**src/rtl/device_manager_mc.sv**
```systemverilog
`default_nettype none
// ============================================================================
// Module   : device_manager_mc
// Brief    : Memory-mapped multi-channel device front end with CPU passthrough.
//            Optional interrupt mask/irq enabled by macro DEVMGR_IRQ_EN.
// Revision : 1.0 - initial release
// ============================================================================
module device_manager_mc #(
    parameter int                N_CH      = 4,
    parameter int                DATA_W    = 32,
    parameter logic [DATA_W-1:0] BASE_ADDR = 'h0000_FF80
) (
    input  logic                   clk,
    input  logic                   rst_n,
    input  logic                   writeIn,
    input  logic                   readIn,
    input  logic [DATA_W-1:0]      addressIn,
    input  logic [DATA_W-1:0]      dataIn,
    input  logic [DATA_W-1:0]      memOutIn,
    input  logic [N_CH-1:0]        finish,
    output logic                   writeOut,
    output logic                   readOut,
    output logic [DATA_W-1:0]      memOutOut,
    output logic [N_CH*DATA_W-1:0] data,
    output logic [N_CH-1:0]        start
`ifdef DEVMGR_IRQ_EN
    ,
    output logic                   irq
`endif
);

    localparam logic [DATA_W-1:0] c_ALIGN_MASK = ~DATA_W'(3);
    localparam logic [DATA_W-1:0] c_CH_SPAN    = DATA_W'(8 * N_CH);

    typedef enum logic [1:0] {
        ST_IDLE  = 2'd0,
        ST_START = 2'd1,
        ST_BUSY  = 2'd2,
        ST_DONE  = 2'd3
    } state_t;

    logic [DATA_W-1:0] w_addr;
    logic [DATA_W-1:0] w_off;
    logic              w_in_win;
    logic              w_hit_ch;
    logic              w_hit;
    logic [DATA_W-1:0] w_rdata;
    logic [N_CH-1:0]   w_sel_cmd;
    logic [N_CH-1:0]   w_sel_st;
    logic [N_CH-1:0]   w_busy;
    logic [N_CH-1:0]   w_done;
    logic [N_CH-1:0]   w_ovr;
    logic [DATA_W-1:0] w_ch_data [N_CH];

    // Byte-lane bits are dropped before decode so any alignment hits the word.
    assign w_addr   = addressIn & c_ALIGN_MASK;
    assign w_off    = w_addr - BASE_ADDR;
    assign w_in_win = (w_addr >= BASE_ADDR);
    assign w_hit_ch = w_in_win && (w_off < c_CH_SPAN);

    genvar k;
    generate
        for (k = 0; k < N_CH; k++) begin : g_ch
            state_t            state_q;
            logic [DATA_W-1:0] data_q;
            logic              ovr_q;
            logic              start_q;
            logic              w_cmd_wr;
            logic              w_st_wr;
            logic              w_st_rd;

            assign w_sel_cmd[k] = w_hit_ch && (w_off[6:3] == 4'(k)) && !w_off[2];
            assign w_sel_st[k]  = w_hit_ch && (w_off[6:3] == 4'(k)) &&  w_off[2];

            // A combined read+write strobe only performs the write side effects.
            assign w_cmd_wr = writeIn && w_sel_cmd[k];
            assign w_st_wr  = writeIn && w_sel_st[k];
            assign w_st_rd  = readIn && !writeIn && w_sel_st[k];

            always_ff @(posedge clk or negedge rst_n) begin
                if (!rst_n) begin
                    state_q <= ST_IDLE;
                    data_q  <= '0;
                    ovr_q   <= 1'b0;
                    start_q <= 1'b0;
                end else begin
                    start_q <= 1'b0;
                    case (state_q)
                        ST_IDLE, ST_DONE: begin
                            if (w_cmd_wr) begin
                                data_q  <= dataIn;
                                state_q <= ST_START;
                                start_q <= 1'b1;
                            end else if ((state_q == ST_DONE) && w_st_rd) begin
                                state_q <= ST_IDLE;
                            end
                        end
                        ST_START: state_q <= finish[k] ? ST_DONE : ST_BUSY;
                        ST_BUSY: begin
                            if (finish[k]) begin
                                state_q <= ST_DONE;
                            end
                        end
                    endcase
                    if (w_st_wr) begin
                        ovr_q <= 1'b0;
                    end else if (w_cmd_wr && ((state_q == ST_START) || (state_q == ST_BUSY))) begin
                        ovr_q <= 1'b1;
                    end
                end
            end

            assign w_busy[k]                   = (state_q == ST_START) || (state_q == ST_BUSY);
            assign w_done[k]                   = (state_q == ST_DONE);
            assign w_ovr[k]                    = ovr_q;
            assign start[k]                    = start_q;
            assign w_ch_data[k]                = data_q;
            assign data[k*DATA_W +: DATA_W]    = data_q;
        end
    endgenerate

`ifdef DEVMGR_IRQ_EN
    logic            w_hit_mask;
    logic [N_CH-1:0] mask_q;
    logic            irq_q;

    assign w_hit_mask = w_in_win && (w_off == c_CH_SPAN);
    assign w_hit      = w_hit_ch || w_hit_mask;

    always_ff @(posedge clk or negedge rst_n) begin
        if (!rst_n) begin
            mask_q <= '0;
            irq_q  <= 1'b0;
        end else begin
            if (writeIn && w_hit_mask) begin
                mask_q <= dataIn[N_CH-1:0];
            end
            irq_q <= |(w_done & mask_q);
        end
    end

    assign irq = irq_q;
`else
    assign w_hit = w_hit_ch;
`endif

    always_comb begin
        w_rdata = '0;
        for (int i = 0; i < N_CH; i++) begin
            if (w_sel_cmd[i]) begin
                w_rdata = w_rdata | w_ch_data[i];
            end
            if (w_sel_st[i]) begin
                w_rdata = w_rdata | {{(DATA_W-3){1'b0}}, w_ovr[i], w_done[i], w_busy[i]};
            end
        end
`ifdef DEVMGR_IRQ_EN
        if (w_hit_mask) begin
            w_rdata = {{(DATA_W-N_CH){1'b0}}, mask_q};
        end
`endif
    end

    assign writeOut  = writeIn && !w_hit;
    assign readOut   = readIn  && !w_hit;
    assign memOutOut = w_hit ? w_rdata : memOutIn;

endmodule
`default_nettype wire

```
**config.mk**
```make
export PLATFORM = sky130hd
export DESIGN_NAME = device_manager_mc
export DESIGN_NICKNAME = d
export VERILOG_FILES = /design/src/rtl/device_manager_mc.sv
export SDC_FILE = /design/constraint.sdc
export NUM_CORES = 1
export LEC_CHECK = 0
export ABC_AREA = 0
export BUFFER_PORTS_ARGS = -buffer_cell sky130_fd_sc_hd__buf_2
export CORE_ASPECT_RATIO = 1.25
export CORE_UTILIZATION = 45
export DETAILED_ROUTE_END_ITERATION = 16
export PLACE_DENSITY = 0.75
export SLEW_MARGIN = 0
export SYNTH_ARGS = -nofsm -noshare
export SYNTH_HDL_FRONTEND = slang
export SYNTH_SLANG_ARGS = --single-unit
```
**constraint.sdc**
```tcl
create_clock -name clk -period 5.3 [get_ports clk]
set_input_delay 1.59 -clock clk [delete_from_list [all_inputs] [get_ports clk]]
set_output_delay 1.59 -clock clk [all_outputs]
set_load 0.01 [all_outputs]
```
==> Implementation_results.wiki <==
{| class="wikitable"
! Metric !! Value
|-
| Die Height || 150.2 um
|-
| Standard-cell rows || 53
|-
| Count of flip-flops with a built-in enable after synthesis || 0
|-
| Drt via density || 5.788
|-
| Slowest Stage Delay on Critical Path || 0.52 ns
|-
| Fin nets || 1109
|-
| Sw frac || 0.2763
|-
| Power per Cell Area || 237.0 nW/um2
|-
| First DRT Iteration DRCs || 341
|-
| Cell area after synthesis || 7906 um2
|-
| Arr. time, crit path || 4.03 ns
|-
| Port Buffers || 267
|-
| Synth async-reset ratio || 1.000
|-
| CP Capture Type || primary output
|-
| Number of antenna violations at the first check in global routing || 1
|-
| RSZ-0062 raised after global routing || yes
|-
| Mean post-synth cell area || 11.77 um2
|-
| Pin count of the biggest net entering global routing || 102
|-
| Top flip-flop cell by instance count after synthesis || sky130_fd_sc_hd__dfrtp_1
|-
| Area of the placeable core || 16980 um2
|-
| Cells after Synth || 672
|-
| Max-capacitance violation count || 0
|-
| Net Count, Synth || 789
|-
| Most common library cell in the layout ignoring fill and taps || sky130_fd_sc_hd__buf_2
|-
| Fraction of layout instances using a drive strength above 1 || 0.4577
|-
| Clock edge transition at the registers on the reported setup and hold paths || 0.07 ns
|-
| IR drop worst, VDD || 0.1853 mV
|-
| DRC violations left || 0
|-
| Htree depth || 4
|-
| Number of buffers on the longest clock path || 2
|-
| Cts bufs inserted || 17
|-
| Combinational power share || 0.134
|-
| Result of the run || complete, but fails checks
|-
| Vias in the first global route || 7218
|-
| Number of routed nets with antenna violations || 0
|-
| Overflow left after global routing || 0
|-
| Drt wl/cell || 21.41 um
|-
| Endpoints failing setup || 34
|-
| Achievable Freq || 177.9 MHz
|-
| Placed wire-length estimate || 17380 um
|-
| Violated checks || negative setup slack
|-
| Setup Crit Path Kind || input pin to primary output
|-
| Type of the most critical hold path || flop to flop
|-
| Number of search-and-repair iterations in the first detailed-routing pass || 4
|-
| Final worst clock skew || 0.01433 ns
|-
| Required time of the critical path || 3.71 ns
|-
| Total number of yosys warnings || 0
|-
| Distinct cell type count after synthesis || 59
|-
| Final critical-path required period || 5.622 ns
|-
| Worst path slowest cell || sky130_fd_sc_hd__or4_1
|-
| Clock group share of total power || 0.436
|-
| Switching power summed over all nets || 719.0 uW
|-
| Internal power || 1.883 mW
|-
| Clock tree sinks || 144
|-
| Ordered cell list for the critical path || buf_2 -> or4_1 -> or3_4 -> a2111oi_4 -> and4_4 -> buf_12 -> buf_16 -> mux2_2 -> buf_6
|-
| Die X-Extent || 120.6 um
|-
| Total track usage || 0.2844
|-
| Overall routed net length || 26250 um
|-
| Max-slew violations || 0
|-
| Count of placed standard cells in the final layout, fillers left out || 1226
|-
| Commonest non-fill, non-tap cells in the layout || 239 x sky130_fd_sc_hd__buf_2, 144 x sky130_fd_sc_hd__dfrtp_1, 119 x sky130_fd_sc_hd__mux2_1, 67 x sky130_fd_sc_hd__buf_4, 52 x sky130_fd_sc_hd__nor2_1
|-
| Transition time of the tightest slew-check pin || 1.091 ns
|-
| Clock latency of the later-clocked register in the worst-skew pair || 0.43 ns
|-
| Number of placed instances with taps included || 1180
|-
| CP startpoint kind || input pin
|-
| Synth-to-layout area growth || 38.84%
|-
| Post-Place Setup Slack || -0.4369 ns
|-
| Hold Vio Cnt, Final || 0
|-
| Sequential-to-total area share from yosys stat || 0.4558
|-
| Worst rel slew slack || 0.2720
|-
| TritonCTS clock tree || yes
|-
| Initial core utilization || 0.4657
|-
| Clock root buffer || sky130_fd_sc_hd__clkbuf_16
|-
| Post-route clock period utilization || 1.061
|-
| Largest fanout on the critical path || 7
|-
| Global-route wire length before repair || 38810 um
|-
| Ports || 270
|-
| Via count of the routed design || 7096
|-
| Tot Pwr || 2.602 mW
|-
| Flops & latches, synth || 144
|-
| Final worst slack || -0.3219 ns
|-
| RePlAce Congestion || 0.8662
|-
| Part of the power in registers || 0.430
|-
| Total die area || 18110 um2
|-
| P_leak || 5.855 nW
|-
| CTS Hold Buffers Added || 0
|}
==> synthesized netlist by cell type, types with 15 or more instances <==
library cell | instances | share of area
sky130_fd_sc_hd__nor2_1 | 55 | 0.026
sky130_fd_sc_hd__nor3_1 | 17 | 0.011
sky130_fd_sc_hd__a221o_1 | 29 | 0.037
sky130_fd_sc_hd__mux2i_1 | 15 | 0.019
sky130_fd_sc_hd__clkbuf_1 | 22 | 0.010
sky130_fd_sc_hd__a21oi_1 | 21 | 0.013
sky130_fd_sc_hd__nand2_1 | 17 | 0.0081
sky130_fd_sc_hd__dfrtp_1 | 144 | 0.46
sky130_fd_sc_hd__mux2_2 | 41 | 0.058
sky130_fd_sc_hd__mux2_1 | 119 | 0.17
sky130_fd_sc_hd__o21ai_0 | 17 | 0.011
sky130_fd_sc_hd__a22oi_1 | 22 | 0.021
==> sequential cells by signal, summed over array words and instances, names as in the netlist <==
name,flops
g_ch.ovr_q,4
g_ch.start_q,4
g_ch.state_q,8
g_ch.data_q,128
==> cell families (layout without fill, tap and decap cells) <==
group	Yosys count	count (layout)	synth area share
buf+inv	60	393	0.04273
other cells	0	1	0
flops	144	144	0.4558
fa+ha+maj	13	13	0.02057
xor+xnor	5	5	0.005539
compound gates	115	115	0.1081
mux	178	178	0.2554
simple gates	157	157	0.1119
==> final timing paths <==
kind / from / depth (start not counted) / slack [ns] / endpoint
worst max-delay path: addressIn[24] / 9 / -0.32 / memOutOut[4]
min in group asynchronous: rst_n / 1 / 1.25 / g_ch[3].data_q[6]$_DFFE_PN0P_
max in group asynchronous: rst_n / 2 / 3.09 / g_ch[3].data_q[16]$_DFFE_PN0P_
worst max register to register: g_ch[2].state_q[0]$_DFFE_PN0P_ / 5 / 3.26 / g_ch[2].state_q[0]$_DFFE_PN0P_
worst min register to register: g_ch[1].data_q[23]$_DFFE_PN0P_ / 1 / 0.51 / g_ch[1].data_q[23]$_DFFE_PN0P_
worst min-delay path: g_ch[1].data_q[23]$_DFFE_PN0P_ / 1 / 0.51 / g_ch[1].data_q[23]$_DFFE_PN0P_
==> timing repair <==
item / 4_1_cts / 5_1_grt
pin swaps: 3 / 8
resized for setup: 61 / 33
setup buffers: 8 / 4
cloned: 2 / 0
endpoints found under the setup margin: 34 / 34
==> metal layers <==
layer  vias up  wire (um)  track usage
met2       353      13760       0.5124
li1       3143          -            -
met3        80       1902      0.07614
met1      3520       9696       0.3139
met5         -          0            0
met4         0        896       0.1216
==> per-stage QoR <==
stage / instance area [um2] / util / hold WS (ns) / setup TNS (ns)
2_1_floorplan: 7919 / - / 0.4859 / -0.8026
3_3_place_gp: 9841 / 0.5797 / 0.4890 / -14.83
5_1_grt: 10970 / 0.6464 / 0.5313 / -12.34
4_1_cts: 10810 / 0.6369 / 0.5095 / -9.826
3_5_place_dp: 9841 / 0.5797 / 0.4934 / -13.80
6_report: 10980 / 0.6466 / 0.5117 / -8.461
==> power groups by stage <==
| stage | clock network [mW] | logic, mW | registers, mW |
|---|---|---|---|
| 2_1_floorplan | 0 | 0.157 | 1.14 |
| 3_3_place_gp | 0 | 0.308 | 1.14 |
| 3_5_place_dp | 0 | 0.314 | 1.14 |
| 4_1_cts | 1.14 | 0.334 | 1.12 |
| 5_1_grt | 1.18 | 0.378 | 1.12 |
| 6_report | 1.14 | 0.349 | 1.12 |
==> critical path, delay by kind of cell <==
| family | cells | cell delay (ns) |
|---|---|---|
| buffers and inverters | 4 | 0.49 |
| muxes | 1 | 0.36 |
| AOI/OAI and AO/OA | 1 | 0.35 |
| and+or+nand+nor | 3 | 1.23 |
==> layout make-up <==
cell class                      instances  area, um2
Tap cell                              220      275.3
Sequential cell                       144       3603
Fill cell                            1310       6000
Antenna cell                            1      2.502
Clock buffer                           18      429.2
Timing Repair Buffer                  350       2306
Inverter                               11      41.29
Multi-Input combinational cell        468       4199
Clock inverter                         14      120.1
No activity file was read; power rests on OpenSTA's default activity.
